--- config.mk ---
export PLATFORM = sky130hd
export DESIGN_NAME = nand_page_read_capture
export DESIGN_NICKNAME = d
export VERILOG_FILES = /design/src/rtl/nand_page_read_capture.sv
export SDC_FILE = /design/constraint.sdc
export NUM_CORES = 1
export LEC_CHECK = 0
export ABC_AREA = 1
export BUFFER_PORTS_ARGS = -buffer_cell sky130_fd_sc_hd__buf_2
export CAP_MARGIN = 20
export CORE_ASPECT_RATIO = 0.7
export CORE_MARGIN = 2
export CORE_UTILIZATION = 45
export CTS_BUF_LIST = sky130_fd_sc_hd__clkbuf_16
export DETAILED_ROUTE_END_ITERATION = 16
export PLACE_DENSITY = 0.68
export RECOVER_POWER = 50
export SLEW_MARGIN = 20
export SYNTH_ARGS = -nofsm -noshare
export SYNTH_HDL_FRONTEND = slang
export SYNTH_SLANG_ARGS = --single-unit
--- constraint.sdc ---
create_clock -name clk -period 1.49 [get_ports clk]
set_input_delay 0.149 -clock clk [delete_from_list [all_inputs] [get_ports clk]]
set_output_delay 0.149 -clock clk [all_outputs]
set_load 0.02 [all_outputs]
--- src/rtl/nand_page_read_capture.sv ---
// nand_page_read_capture
//   Read-data stage that runs after the NAND command/address latch sequencer
//   has issued the read command, the address cycles and the 0x30 confirm.
//   The stage waits tWB, then waits for R/B# to report ready (with a
//   timeout), then strobes RE# once per byte. Each byte is captured off the
//   shared IO bus into a single holding register and offered on a
//   valid/ready stream. The next RE# pulse is not started until the
//   consumer has taken the byte that is being held.
//
// Ports
//   clk, rst     system clock; asynchronous active-high reset
//   start        one-cycle request, accepted only while idle
//   num_bytes    number of bytes to read, latched when start is accepted
//   rb_n         NAND ready/busy# (asynchronous, low = busy)
//   io_in        NAND IO bus
//   re_n, ce_n   NAND read enable / chip enable, both active low
//   data_out     captured byte
//   data_valid   data_out holds a byte that has not been taken yet
//   data_ready   consumer takes the byte when this and data_valid are high
//   byte_idx     index of the byte on data_out, counting from 0
//   busy         high whenever the stage is not idle
//   done         one-cycle pulse at the end of an operation
//   timeout      sticky flag: R/B# stayed busy too long; cleared by start
module nand_page_read_capture #(
  parameter int CNT_W       = 12,
  parameter int TWB_CYC     = 4,
  parameter int RE_LOW_CYC  = 2,
  parameter int RE_HIGH_CYC = 2,
  parameter int TO_W        = 16,
  parameter int TO_CYC      = 50000
) (
  input  logic             clk,
  input  logic             rst,
  input  logic             start,
  input  logic [CNT_W-1:0] num_bytes,
  input  logic             rb_n,
  input  logic [7:0]       io_in,
  output logic             re_n,
  output logic             ce_n,
  output logic [7:0]       data_out,
  output logic             data_valid,
  input  logic             data_ready,
  output logic [CNT_W-1:0] byte_idx,
  output logic             busy,
  output logic             done,
  output logic             timeout
);

  // One phase counter is shared by the tWB wait, the RE# low time and the
  // RE# high time; it only has to reach the largest of the three minus one.
  localparam int PH_MAX = (TWB_CYC > RE_LOW_CYC)
                          ? ((TWB_CYC > RE_HIGH_CYC) ? TWB_CYC : RE_HIGH_CYC)
                          : ((RE_LOW_CYC > RE_HIGH_CYC) ? RE_LOW_CYC : RE_HIGH_CYC);
  localparam int PH_W = (PH_MAX > 1) ? $clog2(PH_MAX) : 1;

  localparam logic [PH_W-1:0] TWB_LAST = PH_W'(TWB_CYC - 1);
  localparam logic [PH_W-1:0] LO_LAST  = PH_W'(RE_LOW_CYC - 1);
  localparam logic [PH_W-1:0] HI_LAST  = PH_W'(RE_HIGH_CYC - 1);
  localparam logic [TO_W-1:0] TO_LAST  = TO_W'(TO_CYC - 1);

  typedef enum logic [2:0] {
    S_IDLE,
    S_TWB,
    S_WAIT_RDY,
    S_RE_LO,
    S_RE_HI,
    S_FIN
  } state_t;

  state_t           state;
  state_t           state_next;
  logic [PH_W-1:0]  phase_cnt;
  logic [TO_W-1:0]  to_cnt;
  logic [CNT_W-1:0] remaining;
  logic             rb_meta;
  logic             rbs;

  logic             accept;   // start taken this cycle
  logic             lo_last;  // final RE# low cycle: capture io_in
  logic             hi_met;   // minimum RE# high time satisfied
  logic             to_hit;   // R/B# wait has run out
  logic             xfer;     // byte handed to the consumer this cycle

  // Next-state and Moore outputs.
  always_comb begin
    // NOTE: every signal written here gets a default first, so no path
    // through the case can leave one unassigned and infer a latch.
    state_next = state;
    accept     = 1'b0;
    lo_last    = 1'b0;
    to_hit     = 1'b0;
    xfer       = data_valid & data_ready;
    hi_met     = (phase_cnt == HI_LAST);
    re_n       = 1'b1;
    ce_n       = 1'b0;
    busy       = 1'b1;
    done       = 1'b0;

    unique case (state)
      S_IDLE: begin
        ce_n = 1'b1;
        busy = 1'b0;
        if (start) begin
          accept     = 1'b1;
          state_next = S_TWB;
        end
      end
      S_TWB: begin
        if (phase_cnt == TWB_LAST) state_next = S_WAIT_RDY;
      end
      S_WAIT_RDY: begin
        if (rbs) begin
          state_next = (remaining != '0) ? S_RE_LO : S_FIN;
        end else if (to_cnt == TO_LAST) begin
          to_hit     = 1'b1;
          state_next = S_FIN;
        end
      end
      S_RE_LO: begin
        re_n = 1'b0;
        if (phase_cnt == LO_LAST) begin
          lo_last    = 1'b1;
          state_next = S_RE_HI;
        end
      end
      S_RE_HI: begin
        // Backpressure holds us here: the next RE# fall waits for the
        // holding register to be empty.
        if (hi_met && !data_valid) begin
          state_next = (remaining == CNT_W'(1)) ? S_FIN : S_RE_LO;
        end
      end
      S_FIN: begin
        ce_n       = 1'b1;
        done       = 1'b1;
        state_next = S_IDLE;
      end
      default: begin
        state_next = S_IDLE;
      end
    endcase
  end

  // State register, counters and the byte holding register.
  always_ff @(posedge clk or posedge rst) begin
    if (rst) begin
      state      <= S_IDLE;
      phase_cnt  <= '0;
      to_cnt     <= '0;
      remaining  <= '0;
      rb_meta    <= 1'b0;
      rbs        <= 1'b0;
      data_out   <= '0;
      data_valid <= 1'b0;
      byte_idx   <= '0;
      timeout    <= 1'b0;
    end else begin
      // NOTE: non-blocking assignments throughout, so every register here
      // samples the pre-edge values regardless of statement order.
      rb_meta <= rb_n;
      rbs     <= rb_meta;
      state   <= state_next;

      // Restart the phase count on every state change; the RE# high count
      // saturates once met so a long stall cannot wrap it.
      if (state_next != state) begin
        phase_cnt <= '0;
      end else if ((state == S_TWB) || (state == S_RE_LO) ||
                   ((state == S_RE_HI) && !hi_met)) begin
        phase_cnt <= phase_cnt + 1'b1;
      end

      if (accept) begin
        remaining <= num_bytes;
        to_cnt    <= '0;
        timeout   <= 1'b0;
        byte_idx  <= '0;
      end

      if ((state == S_WAIT_RDY) && !rbs && !to_hit) begin
        to_cnt <= to_cnt + 1'b1;
      end

      if (to_hit) begin
        timeout <= 1'b1;
      end

      if ((state == S_RE_HI) && (state_next != S_RE_HI)) begin
        remaining <= remaining - 1'b1;
      end

      // Capture and handoff never coincide: RE_LO is only entered with the
      // holding register empty.
      if (lo_last) begin
        data_out   <= io_in;
        data_valid <= 1'b1;
      end else if (xfer) begin
        data_valid <= 1'b0;
        byte_idx   <= byte_idx + 1'b1;
      end
    end
  end

endmodule
==> metrics.md <==
| Metric | Value |
|---|---|
| HPWL after DPL | `5830 µm` |
| Final setup vio count | `7` |
| Final Hold Vio Count | `0` |
| Synth Cell Area | `3130 µm²` |
| Root buf cell | `clkbuf_16` |
| # IOs | `51` |
| DRT iter0 DRCs | `147` |
| Avg Inst Size Synth | `7.75 µm²` |
| Share of the synthesized area in the top cell type | `45.6%` |
| Die Span Y | `73.8 µm` |
| Synthesized net count | `436` |
| Detail Route Antenna Nets | `0` |
| Max Cap Viol | `0` |
| Antenna Cells | `0` |
| LEAKAGE | `2.31 nW` |
| RSZ-0062 raised after global routing | `true` |
| Via density | `4.95` |
| Final WS setup | `-0.0292 ns` |
| Routed wire length | `8990 µm` |
| Die Wd | `104 µm` |
| Kind of critical path | `reg2reg` |
| Peak supply drop | `0.892 mV` |
| Total core area | `6760 µm²` |
| All-Layer GR Usage | `23.4%` |
| Layout cells sized above 1 | `41.0%` |
| FP Rows | `25` |
| Worst hold start | `io_in[2]` |
| Top post-synthesis cells by area | `dfrtp_1 46%, nand2_1 14%, nor2_1 5.9%` |
| Worst Setup Start Kind | `flop` |
| Initial antenna violation count | `0` |
| Clk pin slew, worst setup/hold paths | `0.06 ns` |
| TritonCTS buffer count | `9` |
| Status | `finished, violations left` |
| Vias in the first global route | `3047` |
| Internal power | `0.00477 W` |
| Sw Ratio | `37.9%` |
| Critical path arrival | `1.77 ns` |
| Worst Path Required | `1.74 ns` |
| Sequential-to-total area share from yosys stat | `45.6%` |
| Crit-path max FO | `7` |
| Post-route DRC | `0` |
| Nature of the critical path endpoint | `flop` |
| F_max | `658 MHz` |
| Post-synth cell types | `34` |
| H-tree Lvls | `3` |
| Flop pwr share | `29.1%` |
| Min Clock Period, post-route | `1.52 ns` |
| Post-synthesis register bit count | `57` |
| Area growth syn-to-layout | `50.9%` |
| Final Non-Filler Cells | `631` |
| Place WS | `-0.121 ns` |
| Tcrit/Tclk final | `102%` |
| Vias | `3125` |
| Maximum buffer depth of the clock tree | `2` |
| Fin Setup TNS | `-0.107 ns` |
| Leading cell type in the layout, fill and taps excluded | `nand2_1` |
| First-pass GRT wire length | `14000 µm` |
| R2R Path Start | `to_cnt[0]` |
| Worst setup startpoint | `to_cnt[0]` |
| CTS tree | `done` |
| Largest area contributor in the netlist | `dfrtp_1` |
| Wire per inst | `14.2 µm` |
| Largest net degree at the start of global routing | `22` |
| Clock share of power | `29.7%` |
| Combinational Power Share | `41.2%` |
| Actual slew at the worst max-slew pin | `0.885 ns` |
| Clk sinks | `57` |
| Synth Instances | `404` |
| Power Density | `1630 nW/µm²` |
| Clock Latency Late Sink | `0.33 ns` |
| Nets | `564` |
| Port-buffer cells | `50` |
| Final clock skew | `0.00578 ns` |
| Min-delay worst type | `in2reg` |
| Grt ovf | `0` |
| RePlAce Congestion | `0.825` |
| Failing checks | `negative setup slack` |
| Number of synthesis warnings | `0` |
| Fin. max-slew vios | `0` |
| Iteration count of the initial detailed-routing pass | `5` |
| Initial Util | `46.3%` |
| Die area | `7650 µm²` |
| Max-Slew Margin vs Limit | `40.7%` |
| Placed insts | `598` |
| Most frequent cells in the layout | `102 x nand2_1, 61 x buf_4, 52 x dfrtp_1` |
| Net switching power | `0.00291 W` |
final cells by class:
type / count / area (µm²)
fill: 527 / 2030
multi-input combinational: 294 / 1800
sequential: 57 / 1430
timing repair buffer: 122 / 867
clock buffer: 9 / 225
inverter: 48 / 184
tap: 94 / 118
clock inverter: 7 / 103
sequential cells by signal (all words and copies together) (netlist names):
register    flops
to_cnt         16
byte_idx       12
data_out        8
phase_cnt       2
data_valid      1
remaining      12
state           3
rb_meta         1
rbs             1
timeout         1
critical path: stages, from the launching register on:
cell	delay, ns
dfrtp_1	0.42
ha_4	0.18
nand3_4	0.10
nor2_4	0.15
nand2_4	0.10
nand2_4	0.14
nand2_2	0.15
o22ai_1	0.20
synthesized netlist by cell type:
cell type	n
a32o_1	1
o22ai_1	6
o221ai_1	1
inv_2	3
nand3_2	1
nor2_2	3
buf_2	3
ha_1	7
nor3_2	2
nand3_1	20
nand4_2	1
nand2_2	3
xor2_1	12
or2_2	2
nor4b_2	1
o21ai_1	4
clkbuf_1	2
nand2_1	113
o211ai_2	1
nor3_1	9
or2_1	1
nor2_1	49
dfrtp_1	57
o211ai_1	4
inv_1	45
a21oi_1	11
nand4_1	5
buf_6	1
a22oi_1	2
xnor2_1	3
mux2i_1	3
o21ai_0	26
o311ai_2	1
o31ai_1	1
timing repair:
| item | CTS | global route |
|---|---|---|
| buffers inserted | 3 | 9 |
| endpoints found under the hold margin | 19 | 0 |
| gates resized for setup | 28 | 70 |
| gates cloned | 1 | 1 |
| setup endpoints to repair | 22 | 42 |
| hold buffers | 3 | 0 |
| pin swaps | 9 | 13 |
per-stage QoR:
step / utilization [%] / hold slack (ns) / instance area [µm²] / total power, W
floorplan: - / 0.180 / 3140 / 0.00379
global placement: 58.6 / 0.197 / 3960 / 0.00481
detailed placement: 58.6 / 0.205 / 3960 / 0.00492
CTS: 66.0 / 0.00567 / 4460 / 0.00742
global route: 69.9 / 0.0171 / 4720 / 0.00817
finish: 69.9 / 0.00950 / 4720 / 0.00769
kinds of logic after synthesis:
logic type / count (synthesis) / synth area share [%]
xor+xnor: 15 / 4.20
flops: 57 / 45.6
fa+ha+maj: 7 / 2.80
compound gates: 58 / 11.0
simple gates: 210 / 28.7
mux: 3 / 0.959
buf+inv: 54 / 6.83
worst paths after layout:
check,end,slack (ns),cells after the start
worst max-delay path,to_cnt[8],-0.03,7
worst min-delay path,data_out[2],0.01,3
worst max register to register,to_cnt[8],-0.03,7
worst min register to register,rbs,0.35,0
max in group asynchronous,phase_cnt[0],0.17,4
min in group asynchronous,byte_idx[1],0.49,3
power by group through the flow:
stage / sequential [W] / combinational (W) / clock, W
finish: 0.00224 / 0.00317 / 0.00228
global route: 0.00228 / 0.00349 / 0.00240
CTS: 0.00218 / 0.00295 / 0.00229
detailed placement: 0.00219 / 0.00272 / 0
global placement: 0.00218 / 0.00263 / 0
floorplan: 0.00238 / 0.00141 / 0
per-layer routing:
layer  vias to the layer above  routed length, µm  track usage [%]
li1                       1565                  -                -
met1                      1474               4090             29.6
met3                        12                376             6.12
met2                        74               4400             39.9
met5                         -                  0                0
met4                         0                119             8.11
Power figures use the tool's default switching activity.
